===== src/rtl/lsu_pkg.sv =====
// Shared definitions for the load/store unit: memory widths, funct3 codes, FSM states and the
// accept-time access legality check.
package lsu_pkg;

    localparam int unsigned MEM_ADDR_WIDTH     = 10;
    localparam int unsigned MEM_DATA_WIDTH     = 32;
    localparam int unsigned MEM_TRANSFER_WIDTH = MEM_DATA_WIDTH / 8;

    localparam logic [2:0] F3_B  = 3'd0;
    localparam logic [2:0] F3_H  = 3'd1;
    localparam logic [2:0] F3_W  = 3'd2;
    localparam logic [2:0] F3_BU = 3'd4;
    localparam logic [2:0] F3_HU = 3'd5;

    // Accept-to-response latencies in clock edges.
    localparam int unsigned LSU_LAT_ERR   = 1;
    localparam int unsigned LSU_LAT_STORE = 2;
    localparam int unsigned LSU_LAT_LOAD  = 3;

    typedef enum logic [1:0] {
        StIdle,
        StAccess,
        StRdWait,
        StResp
    } lsu_state_e;

    // Misaligned, unsupported funct3 for the direction, or beyond the memory's address range.
    function automatic logic lsu_access_err(input logic        store,
                                            input logic [2:0]  funct3,
                                            input logic [31:0] addr,
                                            input int unsigned addr_width);
        logic bad;
        bad = (addr >> addr_width) != 32'd0;
        case (funct3)
            F3_B:    bad = bad;
            F3_H:    bad = bad | addr[0];
            F3_W:    bad = bad | (addr[1:0] != 2'b00);
            F3_BU:   bad = bad | store;
            F3_HU:   bad = bad | store | addr[0];
            default: bad = 1'b1;
        endcase
        return bad;
    endfunction

endpackage


===== src/rtl/lsu_load_align.sv =====
// Shifts the fetched word down to the accessed byte lane and sign-/zero-extends it per funct3.
module lsu_load_align
    import lsu_pkg::*;
#(
    parameter int unsigned DATA_WIDTH = MEM_DATA_WIDTH
) (
    input  logic [DATA_WIDTH-1:0] rdata_i,
    input  logic [1:0]            offset_i,
    input  logic [2:0]            funct3_i,
    output logic [DATA_WIDTH-1:0] rdata_o
);

    logic [DATA_WIDTH-1:0] shifted;

    always_comb begin
        shifted = rdata_i >> {offset_i, 3'b000};
        case (funct3_i)
            F3_B:    rdata_o = {{(DATA_WIDTH-8){shifted[7]}}, shifted[7:0]};
            F3_BU:   rdata_o = {{(DATA_WIDTH-8){1'b0}}, shifted[7:0]};
            F3_H:    rdata_o = {{(DATA_WIDTH-16){shifted[15]}}, shifted[15:0]};
            F3_HU:   rdata_o = {{(DATA_WIDTH-16){1'b0}}, shifted[15:0]};
            default: rdata_o = rdata_i;
        endcase
    end

endmodule


===== src/rtl/lsu_mem_master.sv =====
// Load/store initiator for the single-port data memory: one request per handshake, registered
// memory-side outputs, aligned/extended read data and an error flag for illegal accesses.
module lsu_mem_master
    import lsu_pkg::*;
#(
    parameter int unsigned ADDR_WIDTH     = MEM_ADDR_WIDTH,
    parameter int unsigned DATA_WIDTH     = MEM_DATA_WIDTH,
    parameter int unsigned TRANSFER_WIDTH = MEM_TRANSFER_WIDTH
) (
    input  logic                      clk,
    input  logic                      rst_n,
    input  logic                      req_i,
    output logic                      ready_o,
    input  logic                      store_i,
    input  logic [2:0]                funct3_i,
    input  logic [31:0]               addr_i,
    input  logic [31:0]               wdata_i,
    output logic                      rsp_valid_o,
    output logic [31:0]               rdata_o,
    output logic                      err_o,
    output logic                      mem_we_o,
    output logic [ADDR_WIDTH-1:0]     mem_addr_o,
    output logic [DATA_WIDTH-1:0]     mem_wdata_o,
    output logic [TRANSFER_WIDTH-1:0] mem_strb_o,
    input  logic [DATA_WIDTH-1:0]     mem_rdata_i
);

    lsu_state_e state_q;
    logic       store_q;
    logic [2:0] funct3_q;
    logic [1:0] offset_q;

    logic                      err_d;
    logic [TRANSFER_WIDTH-1:0] strb_d;
    logic [DATA_WIDTH-1:0]     wdata_d;
    logic [DATA_WIDTH-1:0]     align_rdata;

    // Strobes are never zero for a store: dataMem reads a zero strobe as a full-word write.
    always_comb begin
        err_d   = lsu_access_err(store_i, funct3_i, addr_i, ADDR_WIDTH);
        strb_d  = '0;
        wdata_d = '0;
        case (funct3_i[1:0])
            2'd0: begin
                strb_d  = TRANSFER_WIDTH'(4'b0001 << addr_i[1:0]);
                wdata_d = DATA_WIDTH'({4{wdata_i[7:0]}});
            end
            2'd1: begin
                strb_d  = TRANSFER_WIDTH'(4'b0011 << addr_i[1:0]);
                wdata_d = DATA_WIDTH'({2{wdata_i[15:0]}});
            end
            default: begin
                strb_d  = '1;
                wdata_d = DATA_WIDTH'(wdata_i);
            end
        endcase
    end

    lsu_load_align #(
        .DATA_WIDTH (DATA_WIDTH)
    ) u_load_align (
        .rdata_i  (mem_rdata_i),
        .offset_i (offset_q),
        .funct3_i (funct3_q),
        .rdata_o  (align_rdata)
    );

    always_ff @(posedge clk or negedge rst_n) begin
        if (!rst_n) begin
            state_q     <= StIdle;
            ready_o     <= 1'b1;
            rsp_valid_o <= 1'b0;
            rdata_o     <= '0;
            err_o       <= 1'b0;
            mem_we_o    <= 1'b0;
            mem_addr_o  <= '0;
            mem_wdata_o <= '0;
            mem_strb_o  <= '0;
            store_q     <= 1'b0;
            funct3_q    <= '0;
            offset_q    <= '0;
        end else begin
            rsp_valid_o <= 1'b0;
            case (state_q)
                StIdle: begin
                    if (req_i) begin
                        store_q  <= store_i;
                        funct3_q <= funct3_i;
                        offset_q <= addr_i[1:0];
                        rdata_o  <= '0;
                        ready_o  <= 1'b0;
                        if (err_d) begin
                            err_o       <= 1'b1;
                            rsp_valid_o <= 1'b1;
                            state_q     <= StResp;
                        end else begin
                            err_o       <= 1'b0;
                            mem_addr_o  <= addr_i[ADDR_WIDTH-1:0];
                            mem_we_o    <= store_i;
                            mem_strb_o  <= store_i ? strb_d : '0;
                            mem_wdata_o <= store_i ? wdata_d : '0;
                            state_q     <= StAccess;
                        end
                    end
                end
                StAccess: begin
                    mem_we_o    <= 1'b0;
                    mem_strb_o  <= '0;
                    mem_addr_o  <= '0;
                    mem_wdata_o <= '0;
                    if (store_q) begin
                        rsp_valid_o <= 1'b1;
                        state_q     <= StResp;
                    end else begin
                        state_q <= StRdWait;
                    end
                end
                StRdWait: begin
                    rdata_o     <= align_rdata;
                    rsp_valid_o <= 1'b1;
                    state_q     <= StResp;
                end
                default: begin
                    ready_o <= 1'b1;
                    state_q <= StIdle;
                end
            endcase
        end
    end

endmodule

===== config.mk =====
export PLATFORM = sky130hd
export DESIGN_NAME = lsu_mem_master
export DESIGN_NICKNAME = d
export VERILOG_FILES = /design/src/rtl/lsu_pkg.sv /design/src/rtl/lsu_load_align.sv /design/src/rtl/lsu_mem_master.sv
export SDC_FILE = /design/constraint.sdc
export NUM_CORES = 1
export LEC_CHECK = 0
export ABC_AREA = 1
export BUFFER_PORTS_ARGS = -buffer_cell sky130_fd_sc_hd__buf_4
export CORE_ASPECT_RATIO = 1.4
export CORE_UTILIZATION = 46
export CTS_CLUSTER_SIZE = 40
export DETAILED_ROUTE_END_ITERATION = 10
export PLACE_DENSITY = 0.74
export SLEW_MARGIN = 25
export SYNTH_ARGS = -nofsm -noshare
export SYNTH_HDL_FRONTEND = slang
export SYNTH_SLANG_ARGS = --single-unit

===== constraint.sdc =====
create_clock -name clk -period 1.55 [get_ports clk]
set_input_delay 0.155 -clock clk [delete_from_list [all_inputs] [get_ports clk]]
set_output_delay 0.155 -clock clk [all_outputs]
set_load 0.1 [all_outputs]

== After elaboration in Yosys (flattened, before gate mapping) ==
Index checks and enable logic that the tools add are counted.

* Equality and inequality tests: 12
* Shift operators: 3
* Multiplexer cells: 30
* Bitwise logic cells: 5
* Reductions and logical operators: 13

{| class="wikitable"
|+ Operator list
! operator !! number
|-
| $pmux W32 S2 || 3
|-
| $mux W32 || 4
|-
| $pmux W32 S4 || 1
|-
| $reduce_bool A32 Y1 || 1
|-
| $shr A32 B5 Y16 || 1
|-
| $mux W10 || 2
|-
| $pmux W10 S2 || 1
|-
| $pmux W4 S2 || 2
|-
| $eq A3 B3 Y1 const B || 4
|-
| $mux W4 || 3
|-
| $mux W1 || 7
|-
| $eq A3 B1 Y1 const B || 2
|-
| $logic_not A3 Y1 || 2
|-
| $pmux W2 S3 || 1
|-
| $reduce_and A2 Y1 || 3
|-
| $reduce_bool A2 Y1 || 3
|-
| $pmux W1 S5 || 1
|-
| $eq A2 B1 Y1 const B || 2
|-
| $logic_not A2 Y1 || 2
|-
| $mux W2 || 2
|-
| $ne A2 B2 Y1 const B || 2
|-
| $or A1 B1 Y1 || 4
|-
| $pmux W1 S2 || 2
|-
| $shl A1 B2 Y4 const A || 1
|-
| 7 further kinds || 7
|}

* Bits in registers: 90
* Bits of input ports: 103
* Logic and storage cells: 75

== Depth between registers and ports, before layout ==
* Depth in word-level cells: 7
* Mapped depth: 10
* Depth with buffers taken out: 9

== Modules after synthesis ==
A second synthesis with hierarchy kept.

* Cells, all modules: 743
* Area, all modules: 5,255.0 um^2

{| class="wikitable"
|+ Modules (own cells, without submodules)
! module !! times used !! cells an instance !! area each (um^2) !! sequential area each (um^2)
|-
| lsu_mem_master || 1 || 549 || 4,376.7 || 2,253.4
|-
| lsu_load_align || 1 || 194 || 878.3 || 0.0
|}

== Worst setup path after synthesis ==
OpenSTA, ideal clock, no wires.

* Kind: register to register
* Start point: register state_q[0]
* End point: register rdata_o[6]
* Library setup time: 125 ps
* Data arrival time: 1,426 ps
* Setup slack: -1 ps
* Cell stages (with the launch flop): 10
* Path buffers: 1
* Clock period less this slack: 1,551 ps
* Cells stage by stage: dfrtp_1 > inv_1 > ha_1 > inv_1 > or2_1 > nand2_2 > inv_2 > buf_2 > o21ai_0 > o21ai_1

* Cells in the longest elaborated chain, start to end: 3
* Elaborated cells on any way between the ends: 6
* Those cells by class: 2 x eq/ne; 1 x mux; 3 x reduce/logical

{| class="wikitable"
|+ Ends and longest elaborated chain
! item !! RTL line !! text
|-
| start, declared || lsu_mem_master.sv:28 || <nowiki>lsu_state_e state_q;</nowiki>
|-
| start signal, assigned || lsu_mem_master.sv:70 || <nowiki>state_q <= StIdle;</nowiki>
|-
| start signal, assigned || lsu_mem_master.sv:95 || <nowiki>state_q <= StResp;</nowiki>
|-
| start signal, assigned || lsu_mem_master.sv:102 || <nowiki>state_q <= StAccess;</nowiki>
|-
| $eq A2 B2 Y1 or $logic_not A2 Y1 (tied branches) || lsu_mem_master.sv:84 || <nowiki>case (state_q)</nowiki>
|-
| $reduce_bool A2 Y1 (no source line) or $ne A2 B2 Y1 (tied branches) || - ||
|-
| $reduce_and A2 Y1 (no source line) || - ||
|-
| end signal, assigned || lsu_mem_master.sv:119 || <nowiki>rdata_o <= align_rdata;</nowiki>
|-
| end, declared || lsu_mem_master.sv:19 || <nowiki>output logic [31:0] rdata_o,</nowiki>
|}

Several ways; a longest one is shown, not always the timed one.
A chain may end at the register's enable or synchronous reset.

== Final worst setup path ==
* Start point: register state_q[0]
* End point: register mem_wdata_o[29]

* Cells in the longest elaborated chain, start to end: 3
* Elaborated cells on any way between the ends: 7
* Those cells by class: 3 x eq/ne; 1 x mux; 3 x reduce/logical

{| class="wikitable"
|+ Ends and longest elaborated chain
! item !! RTL line !! text
|-
| $eq A2 B1 Y1 or $logic_not A2 Y1 (tied branches) || lsu_mem_master.sv:84 ||
|-
| $reduce_bool A2 Y1 (no source line) or $ne A2 B2 Y1 (tied branches) || - ||
|-
| $reduce_and A3 Y1 (no source line) || - ||
|-
| end signal, assigned || lsu_mem_master.sv:101 || <nowiki>mem_wdata_o <= store_i ? wdata_d : '0;</nowiki>
|-
| end, declared || lsu_mem_master.sv:23 || <nowiki>output logic [DATA_WIDTH-1:0] mem_wdata_o,</nowiki>
|}

Several ways; a longest one is shown, not always the timed one.

==> reports/results.md <==
• dominant cell by count in the synthesized netlist: sky130_fd_sc_hd__nand2_1
• most frequently used flop master after synthesis: sky130_fd_sc_hd__dfrtp_1
• Overall Global Routing Usage: 0.286
• overflow left after global routing: 0
• row count: 45
• worst reg-to-reg setup slack: 20 ps
• met3 Use GR: 0.0607
• vias in the first global route: 5523
• final routed wire length divided by cell count: 16.5 um
• Root Buffer Master: sky130_fd_sc_hd__clkbuf_16
• startpoint of the worst hold path: funct3_i[2]
• layout filler cell count: 909
• kind of end point of the critical path: flop
• number of slew-limit violations in the final report: 0
• most numerous cell types in the synthesized netlist: sky130_fd_sc_hd__nand2_1, sky130_fd_sc_hd__dfrtp_1, sky130_fd_sc_hd__nor2_1
• ports placed on the boundary: 185
• DRC viols: 0
• via/cell ratio: 5.36
• synthesized area: 5170 sq um
• sequential cell area fraction in the yosys report: 0.436
• Adder-Cell Fraction of Synth Area: 0.00969
• Detailed Route Iter0 Violations: 243
• pin count of the biggest net entering global routing: 44
• routability congestion estimate from global placement: 0.905
• Core Region: 10900 sq um
• count of endpoints failing hold in the final timing report: 0
• Vias: 5590
• startpoint types: flop
• Setup CP Type: flop to flop
• maximum net fanout on the critical path: 6
• fraction of synthesized cell area taken by the top area cell type: 0.431
• Clock Sinks: 90
• Pre-antenna DRT Iters: 5
• post-route clock skew: 4.47 ps
• synthesized-area fraction occupied by ao, oa, aoi and oai cells: 0.105
• upper clock frequency limit: 653 MHz
• final setup violation count: 0
• clock buffer count from CTS: 9
• unrepaired setup endpoints after global routing: yes
• hold_ws: 38.3 ps
• number of register bits inferred by synthesis: 90
• Reg2Reg Depth: 8
• mean instance size in the synthesized netlist: 7.50 sq um
• height of the die: 127 um
• biggest area consumer among synthesized cells: sky130_fd_sc_hd__dfrtp_1
• cell area after layout: 7470 sq um
• slew at the pin closest to its max-slew limit: 448 ps
• die footprint: 11700 sq um
• Reg clk slew, reported paths: 60 ps
• Warnings, synthesis: 0
• power density over the cells: 2130 nW/um^2
• Simple-Gate Fraction of Synth Area: 0.362
• number of enable flip-flop cells after synthesis: 0
• portion of the clock cycle consumed by the worst path in the final layout: 0.988
• number of diodes added for antenna fixing: 0
• Nets: 1003
• maximum ir drop on the vdd rail: 1460 uV
• worst-case headroom to the max-slew limit: 0.700
• TritonCTS clock tree: done
• number of antenna violations at the first check in global routing: 0
• minimum period implied by the final worst setup slack: 1530 ps
• portion of netlist area occupied by mux cells: 0
• number of port buffers: 184
• critical path arrival: 1810 ps
• layout cells sized above 1: 0.349
• Total Neg Setup Slack: 0 ps
• starting density of the core: 0.475
• data required time at the worst endpoint: 1830 ps
• Maximum Capacitance Violations: 0
• worst min-delay path category: primary input to flop
• hold path cells: 3
• dominant combinational cell family by area after synthesis: simple AND/OR/NAND/NOR gates
• first-pass GRT wire length: 26300 um
• share of synthesized registers carrying an async set or reset: 1.00
• final wirelength: 17100 um
• Post-Syn Nets: 796
• met2 track demand over resource in global routing: 0.511
• worst flop-to-flop path endpoint: mem_wdata_o[29]
• number of nets with antenna violations after routing: 0
• placed standard-cell area: 6870 sq um
• Hold Path End: funct3_q[2]
• worst skew pair latency: 340 ps
• post-synthesis instance total: 689
• outcome: finished clean
• met1 layer usage reported by global route: 0.312
• synthesized-area fraction occupied by xor and xnor cells: 0
• synth-to-layout area growth: 44.6%
• GRT busiest layer: met2
• count of H-tree levels built during CTS: 3
• Cell variety after synth: 32
• Chip Width: 91.6 um
• static leakage: 4.06 nW
• number of buffers between clock root and the deepest sink: 2
• detailed-placement wirelength estimate: 12400 um
• cell types with the largest area share after synthesis: sky130_fd_sc_hd__dfrtp_1, sky130_fd_sc_hd__nand2_1, sky130_fd_sc_hd__nand3_2, sky130_fd_sc_hd__o21ai_0, sky130_fd_sc_hd__nor2_1
• overall power consumption: 15.9 mW
• FF-to-FF Start: state_q[0]
registers in the layout, indices dropped and copies added (netlist names):
signal       cells
mem_wdata_o     32
rdata_o         32
mem_addr_o      10
mem_strb_o       4
funct3_q         3
offset_q         2
state_q          2
err_o            1
mem_we_o         1
ready_o          1
rsp_valid_o      1
store_q          1
worst max-delay path by stage:
stage / startpoint / endpoint / slack (ps) / cells past startpoint
final: state_q[0] / mem_wdata_o[29] / 20 / 8
after global routing: state_q[0] / mem_wdata_o[29] / -30 / 8
after CTS: state_q[0] / mem_wdata_o[18] / 0.4 / 8
after detailed placement: state_q[0] / mem_wdata_o[29] / -40 / 8
after global placement: state_q[0] / mem_wdata_o[26] / 30 / 8
after floorplan: state_q[0] / rdata_o[6] / -1 / 9
report_power, final:
group | switching, mW | internal [mW]
logic | 7.37 | 2.82
clock network | 0.917 | 1.30
registers | 0.446 | 3.04
final cells by class:
| cell class | instances | area [sq um] | area share |
|---|---|---|---|
| repair inverters | 1 | 7.51 | 0.00100 |
| multi-input cells | 504 | 2530 | 0.338 |
| clock buffers | 12 | 246 | 0.0330 |
| clock inverters | 4 | 51.3 | 0.00687 |
| flip-flops and latches | 90 | 2250 | 0.302 |
| well taps | 141 | 176 | 0.0236 |
| inverters | 55 | 218 | 0.0291 |
| repair buffers | 235 | 1990 | 0.267 |
what timing repair did:
action | CTS | global route
endpoints found under the setup margin | 58 | 81
hold endpoints to repair | 20 | 0
resized for setup | 13 | 20
buffers inserted | 2 | 2
gates cloned | 1 | 9
pin swaps | 0 | 8
hold buffers | 1 | 0
cell usage in the layout (no fill, tap or decap), drive strengths merged, types with 2 or more instances in the layout:
cell type and count:
a21oi 29, buf 229, clkbuf 17, clkinv 3, clkinvlp 3, dfrtp 89
ha 4, inv 53, nand2 227, nand3 74, nand4 32, nor2 63
nor3 2, o2111a 2, o2111ai 2, o21ai 62, o22ai 2, o2bb2ai 2
cells by family (layout without fill, tap and decap cells):
| family | Yosys count | count (layout) |
|---|---|---|
| compound gates | 101 | 101 |
| flops | 90 | 90 |
| buf+inv | 96 | 307 |
| fa+ha+maj | 4 | 4 |
| simple gates | 398 | 399 |
metal layers:
| layer | routed length [um] | vias to the layer above |
|---|---|---|
| met2 | 8860 | 267 |
| met5 | 0 | - |
| met4 | 933 | 0 |
| met1 | 5950 | 2597 |
| met3 | 1410 | 60 |
| li1 | - | 2666 |
metrics by stage:
step	std cells	utilization	setup slack (ps)
detailed placement	1011	0.632	-39.3
global placement	1011	0.632	31.8
global route	1042	0.688	-27.6
floorplan	689	-	-1.07
finish	1042	0.688	18.7
CTS	1031	0.666	0.358
critical path, stage by stage (launching register included):
cell,delay (ps)
sky130_fd_sc_hd__dfrtp_1,390
sky130_fd_sc_hd__buf_4,150
sky130_fd_sc_hd__ha_2,210
sky130_fd_sc_hd__nor2_2,100
sky130_fd_sc_hd__buf_6,160
sky130_fd_sc_hd__clkinvlp_4,180
sky130_fd_sc_hd__nor2_2,150
sky130_fd_sc_hd__nand2_1,80
sky130_fd_sc_hd__nand2_1,60
Power figures use the tool's default switching activity.
